[src/rtl/fft_result_buffer.sv]
// Frame capture buffer behind the 32-point FFT: collects one serial result frame, replays it over valid/ready.
// Optional largest-magnitude tracking is enabled with FFT_RESULT_BUFFER_PEAK_EN.
module fft_result_buffer #(
  parameter int DATA_W    = 17,
  parameter int FRAME_LEN = 32,
  parameter int IDX_W     = 5
) (
  input  logic              clk,
  input  logic              rst,
  input  logic              in_valid,
  input  logic [DATA_W-1:0] in_data,
  output logic              out_valid,
  input  logic              out_ready,
  output logic [DATA_W-1:0] out_data,
  output logic [IDX_W-1:0]  out_idx,
  output logic              out_last,
  output logic              frame_ready,
  output logic              overrun,
  input  logic              overrun_clr,
  output logic [IDX_W-1:0]  peak_idx,
  output logic [DATA_W-1:0] peak_val
);

  typedef enum logic [1:0] {IDLE, FILL, HOLD, DRAIN} state_t;

  localparam logic [IDX_W-1:0] LAST = IDX_W'(FRAME_LEN - 1);

  state_t            state, state_nx;
  logic [DATA_W-1:0] mem [FRAME_LEN];
  logic [IDX_W-1:0]  wr_ptr, rd_ptr, rd_ptr_nx;
  logic              wr_en, last_wr, accept;

  assign wr_en     = in_valid && ((state == IDLE) || (state == FILL));
  assign last_wr   = in_valid && (state == FILL) && (wr_ptr == LAST);
  assign accept    = out_valid && out_ready;
  assign rd_ptr_nx = rd_ptr + 1'b1;
  assign out_idx   = rd_ptr;

  always_ff @(posedge clk or posedge rst) begin
    if (rst) state <= IDLE;
    else     state <= state_nx;
  end

  always_comb begin
    state_nx    = state;
    out_valid   = 1'b0;
    frame_ready = 1'b0;
    case (state)
      IDLE: if (in_valid) state_nx = FILL;
      FILL: if (last_wr) state_nx = HOLD;
      HOLD: begin
        out_valid   = 1'b1;
        frame_ready = 1'b1;
        if (out_ready) state_nx = out_last ? IDLE : DRAIN;
      end
      DRAIN: begin
        out_valid   = 1'b1;
        frame_ready = 1'b1;
        if (out_ready && out_last) state_nx = IDLE;
      end
      default: state_nx = IDLE;
    endcase
  end

  always_ff @(posedge clk) begin
    if (wr_en) mem[wr_ptr] <= in_data;
  end

  // The output register always holds the word at rd_ptr, so each accept loads rd_ptr+1 directly from the array.
  always_ff @(posedge clk or posedge rst) begin
    if (rst) begin
      wr_ptr   <= '0;
      rd_ptr   <= '0;
      out_data <= '0;
      out_last <= 1'b0;
    end else begin
      if (wr_en) wr_ptr <= last_wr ? '0 : wr_ptr + 1'b1;
      if (last_wr) begin
        out_data <= mem[0];
        rd_ptr   <= '0;
        out_last <= 1'b0;
      end else if (accept) begin
        if (out_last) begin
          out_data <= '0;
          rd_ptr   <= '0;
          out_last <= 1'b0;
        end else begin
          out_data <= mem[rd_ptr_nx];
          rd_ptr   <= rd_ptr_nx;
          out_last <= (rd_ptr_nx == LAST);
        end
      end
    end
  end

  always_ff @(posedge clk or posedge rst) begin
    if (rst)                       overrun <= 1'b0;
    else if (in_valid && out_valid) overrun <= 1'b1;
    else if (overrun_clr)          overrun <= 1'b0;
  end

`ifdef FFT_RESULT_BUFFER_PEAK_EN
  logic [DATA_W-1:0] mag, run_max;
  logic [IDX_W-1:0]  run_idx;
  logic              bigger;

  always_comb begin
    mag = in_data;
    if (in_data == {1'b1, {(DATA_W-1){1'b0}}}) mag = {1'b0, {(DATA_W-1){1'b1}}};
    else if (in_data[DATA_W-1])                mag = -in_data;
  end

  assign bigger = mag > run_max;

  // Strict compare keeps the lowest index on ties; the frame's first write seeds the running max.
  always_ff @(posedge clk or posedge rst) begin
    if (rst) begin
      run_max  <= '0;
      run_idx  <= '0;
      peak_idx <= '0;
      peak_val <= '0;
    end else if (wr_en) begin
      if (state == IDLE) begin
        run_max <= mag;
        run_idx <= '0;
      end else if (bigger) begin
        run_max <= mag;
        run_idx <= wr_ptr;
      end
      if (last_wr) begin
        peak_val <= bigger ? mag : run_max;
        peak_idx <= bigger ? wr_ptr : run_idx;
      end
    end
  end
`else
  assign peak_idx = '0;
  assign peak_val = '0;
`endif

endmodule
[config.mk]
export PLATFORM = sky130hd
export DESIGN_NAME = fft_result_buffer
export DESIGN_NICKNAME = d
export VERILOG_FILES = /design/src/rtl/fft_result_buffer.sv
export SDC_FILE = /design/constraint.sdc
export NUM_CORES = 1
export LEC_CHECK = 0
export ABC_CLOCK_PERIOD_IN_PS = 2700
export CAP_MARGIN = 5
export CORE_ASPECT_RATIO = 1.4
export CORE_MARGIN = 3
export CORE_UTILIZATION = 30
export DETAILED_ROUTE_END_ITERATION = 8
export PLACE_DENSITY = 0.47
export SYNTH_ARGS = -nofsm -noshare
export SYNTH_HDL_FRONTEND = slang
export SYNTH_SLANG_ARGS = --single-unit
export TNS_END_PERCENT = 50
[constraint.sdc]
create_clock -name clk -period 2.7 [get_ports clk]
set_input_delay 0.81 -clock clk [delete_from_list [all_inputs] [get_ports clk]]
set_output_delay 0.81 -clock clk [all_outputs]
set_load 0.05 [all_outputs]
==> flow_metrics.env <==
export IMPL_hp_start="overrun"
export IMPL_area_growth_pct=20.13
export IMPL_cts_made_buffers=52
export IMPL_final_cell_area_mm2=0.02727
export IMPL_holdPathEnd="overrun"
export IMPL_fp_dieArea_mm2=0.07907
export IMPL_die_y_um=331.5
export IMPL_synth_top_area_share_pct=71.95
export IMPL_final_seq_area_mm2=0.01712
export IMPL_setup_viol=0
export IMPL_leakagePower_uw=0.008870
export IMPL_numPortBuffers=47
export IMPL_critPathLaunchType="flop"
export IMPL_clock_fmax_mhz=380.4
export IMPL_antenna_found_initial=2
export IMPL_whs_path_depth=2
export IMPL_grt_usage_pct=14.87
export IMPL_fin_skew_ns=0.02296
export IMPL_sequentialPowerShare_pct=37.5
export IMPL_combPwrFrac_pct=38.0
export IMPL_timing_final_crit_share_pct=97.37
export IMPL_async_reset_ff_share_pct=5.391
export IMPL_vias=11250
export IMPL_syn_area_mm2=0.02270
export IMPL_slowest_stage="clkdlybuf4s50_1"
export IMPL_htree_levels=2
export IMPL_p_total_uw=28460
export IMPL_synth_edf_count=544
export IMPL_synth_seq_area_share_pct=75.37
export IMPL_die_x_um=238.5
export IMPL_p_int_uw=18900
export IMPL_max_slew_margin_rel_pct=24.18
export IMPL_grt_max_degree=37
export IMPL_clock_root_buffer="clkbuf_16"
export IMPL_required_ns=1.89
export IMPL_drc=0
export IMPL_postSynthCellCount=1118
export IMPL_netlist_top_cells_count="edfxtp_1, mux4_2, mux2i_1, nor2_1, nand2_1"
export IMPL_fin_crit_ns=2.629
export IMPL_worst_pin_slew_ns=1.135
export IMPL_path_clk_slew_ns=0.06
export IMPL_cts_sinks=575
export IMPL_post_dp_hpwl_um=37570
export IMPL_cpLargestDelayFamily="buffers and inverters"
export IMPL_wl_um=58310
export IMPL_power_frac_clock_pct=24.5
export IMPL_path_cells="clkdlybuf4s50_1"
export IMPL_grt_pass1_vias=11762
export IMPL_max_cap_viol_count=0
export IMPL_max_stage_delay_ns=0.84
export IMPL_rsz0062_at_grt="no"
export IMPL_slew_viol_final=0
export IMPL_antenna_cells=0
export IMPL_r2r_cells=9
export IMPL_overflow=0
export IMPL_multiInputGateArea_mm2=0.005246
export IMPL_r2r_slack_ns=0.11
export IMPL_io_pins=70
export IMPL_wire_per_inst_um=25.32
export IMPL_synth_distinct_cells=47
export IMPL_gp_congestion=0.7828
export IMPL_hold_path_class="flop to flop"
export IMPL_status="finished, final reports clean"
export IMPL_drive_above_1_share_pct=29.49
export IMPL_ys_top_cells_by_area="edfxtp_1, mux4_2, dfrtp_1"
export IMPL_finalSetupTns_ns=0
export IMPL_vdd_drop_max_mv=0.5651
export IMPL_switching_share_pct=33.59
export IMPL_arrival_ns=1.82
export IMPL_row_count=118
export IMPL_drt_iter0_drc=764
export IMPL_grt_pass1_wl_um=85570
export IMPL_fp_coreArea_mm2=0.07441
export IMPL_drt_first_pass_iters=5
export IMPL_r2r_start="out_idx[0]"
export IMPL_cp_end_kind="output pin"
export IMPL_synth_avg_cell_area_um2=20.31
export IMPL_crit_type="flop to output pin"
export IMPL_cp_num_buf_inv=1
export IMPL_yosysWarnings=0
export IMPL_yosysTopAreaCell="edfxtp_1"
export IMPL_routed_via_density=4.885
export IMPL_synth_ff_type="edfxtp_1"
export IMPL_ys_ff_latch=575
export IMPL_p_per_area_mw_per_mm2=1043
export IMPL_p_switching_uw=9559
export IMPL_yosysMostFrequentCell="edfxtp_1"
export IMPL_clk_path_buf_depth=3
export IMPL_post_dp_cell_area_mm2=0.02568
export IMPL_hold_violations=0
export IMPL_drtAntennaViolNets=0
export IMPL_clock_latency_ns=0.62
export IMPL_path_max_fanout=2
export IMPL_tritoncts="built"
export IMPL_start_util_pct=30.51
export IMPL_fin_nets=1331
export IMPL_num_fill_cells=6898
export IMPL_cts_hold_buf=0
export IMPL_timing_rr_end="out_data[14]"
-- logic make-up (layout without fill, tap and decap cells) --
family,count (synthesis),count (layout),share of synthesized area (%)
flip-flops,575,575,75.37
multiplexers,187,187,14.86
AND/OR/NAND/NOR,143,143,2.772
AO/OA/AOI/OAI,107,107,3.648
buffers and inverters,91,295,2.480
adder cells (fa/ha/maj),7,7,0.3857
XOR/XNOR,7,7,0.4685
other,1,22,0.01652
-- area by class of cell --
cell class                      instances  area share (%)
Multi-Input combinational cell        473           19.23
Clock buffer                           66           5.042
Sequential cell                       575           62.75
Timing Repair Buffer                  194           7.831
Inverter                                6         0.08257
Clock inverter                         29          0.6560
Tap cell                              960           4.404
-- worst max path at each step --
stage,startpoint,end,cells past startpoint
2_1_floorplan,out_idx[0],out_data[16],11
3_3_place_gp,out_ready,out_data[14],9
3_5_place_dp,out_ready,out_data[14],9
4_1_cts,out_data[15],out_data[15],1
5_1_grt,out_data[16],out_data[16],1
6_report,out_data[4],out_data[4],1
-- worst reg2reg max path, stage by stage, from the launching register on --
cell,delay [ns]
dfrtp_4,0.47
inv_1,0.10
ha_4,0.41
buf_4,0.42
mux4_2,0.38
nand2_1,0.09
nand2_1,0.05
a211oi_1,0.30
buf_4,0.18
o21ai_1,0.05
-- power groups by stage --
stage	clock, uW	combinational [uW]	sequential (uW)
2_1_floorplan	0	6040	11200
3_3_place_gp	0	11100	10900
3_5_place_dp	0	11100	10900
4_1_cts	7170	11100	10700
5_1_grt	7470	11600	10700
6_report	6960	10800	10700
-- registers in the layout, summed over array words and instances (netlist names) --
signal	flops
out_last	1
out_idx	5
overrun	1
wr_ptr	5
state	2
mem	544
out_data	17
-- layer usage --
layer,vias up,part of all wire (%),GRT usage (%)
met5,-,0,0
met4,0,1.8,3.476
met3,63,3.7,2.335
met2,231,53,26.32
met1,6045,42,19.17
li1,4911,-,-
-- metrics by stage --
step | utilization [%] | setup WS (ns) | hold WS (ns) | cells
after floorplan | - | 0.005654 | 0.4897 | 1139
after global placement | 34.51 | -0.004323 | 0.5147 | 2205
after detailed placement | 34.51 | 0.02177 | 0.5227 | 2205
after CTS | 36.59 | 0.01067 | 0.5076 | 2300
after global routing | 36.65 | 0.002632 | 0.5370 | 2303
final | 36.65 | 0.07114 | 0.5323 | 2303
-- placed cells by master (no fill, tap or decap), drive strengths merged, types with 23 or more instances in the layout --
cell type,n
clkbuf,66
nor2,56
o21ai,23
mux2i,66
clkdlybuf4s50,28
mux4,120
dfrtp,31
edfxtp,544
nand2,48
buf,152
-- repair_timing --
action,CTS,global route
setup endpoints to repair,15,7
resized for setup,15,4
pin swaps,0,1
setup buffers,0,3
No activity file was read; power rests on OpenSTA's default activity.
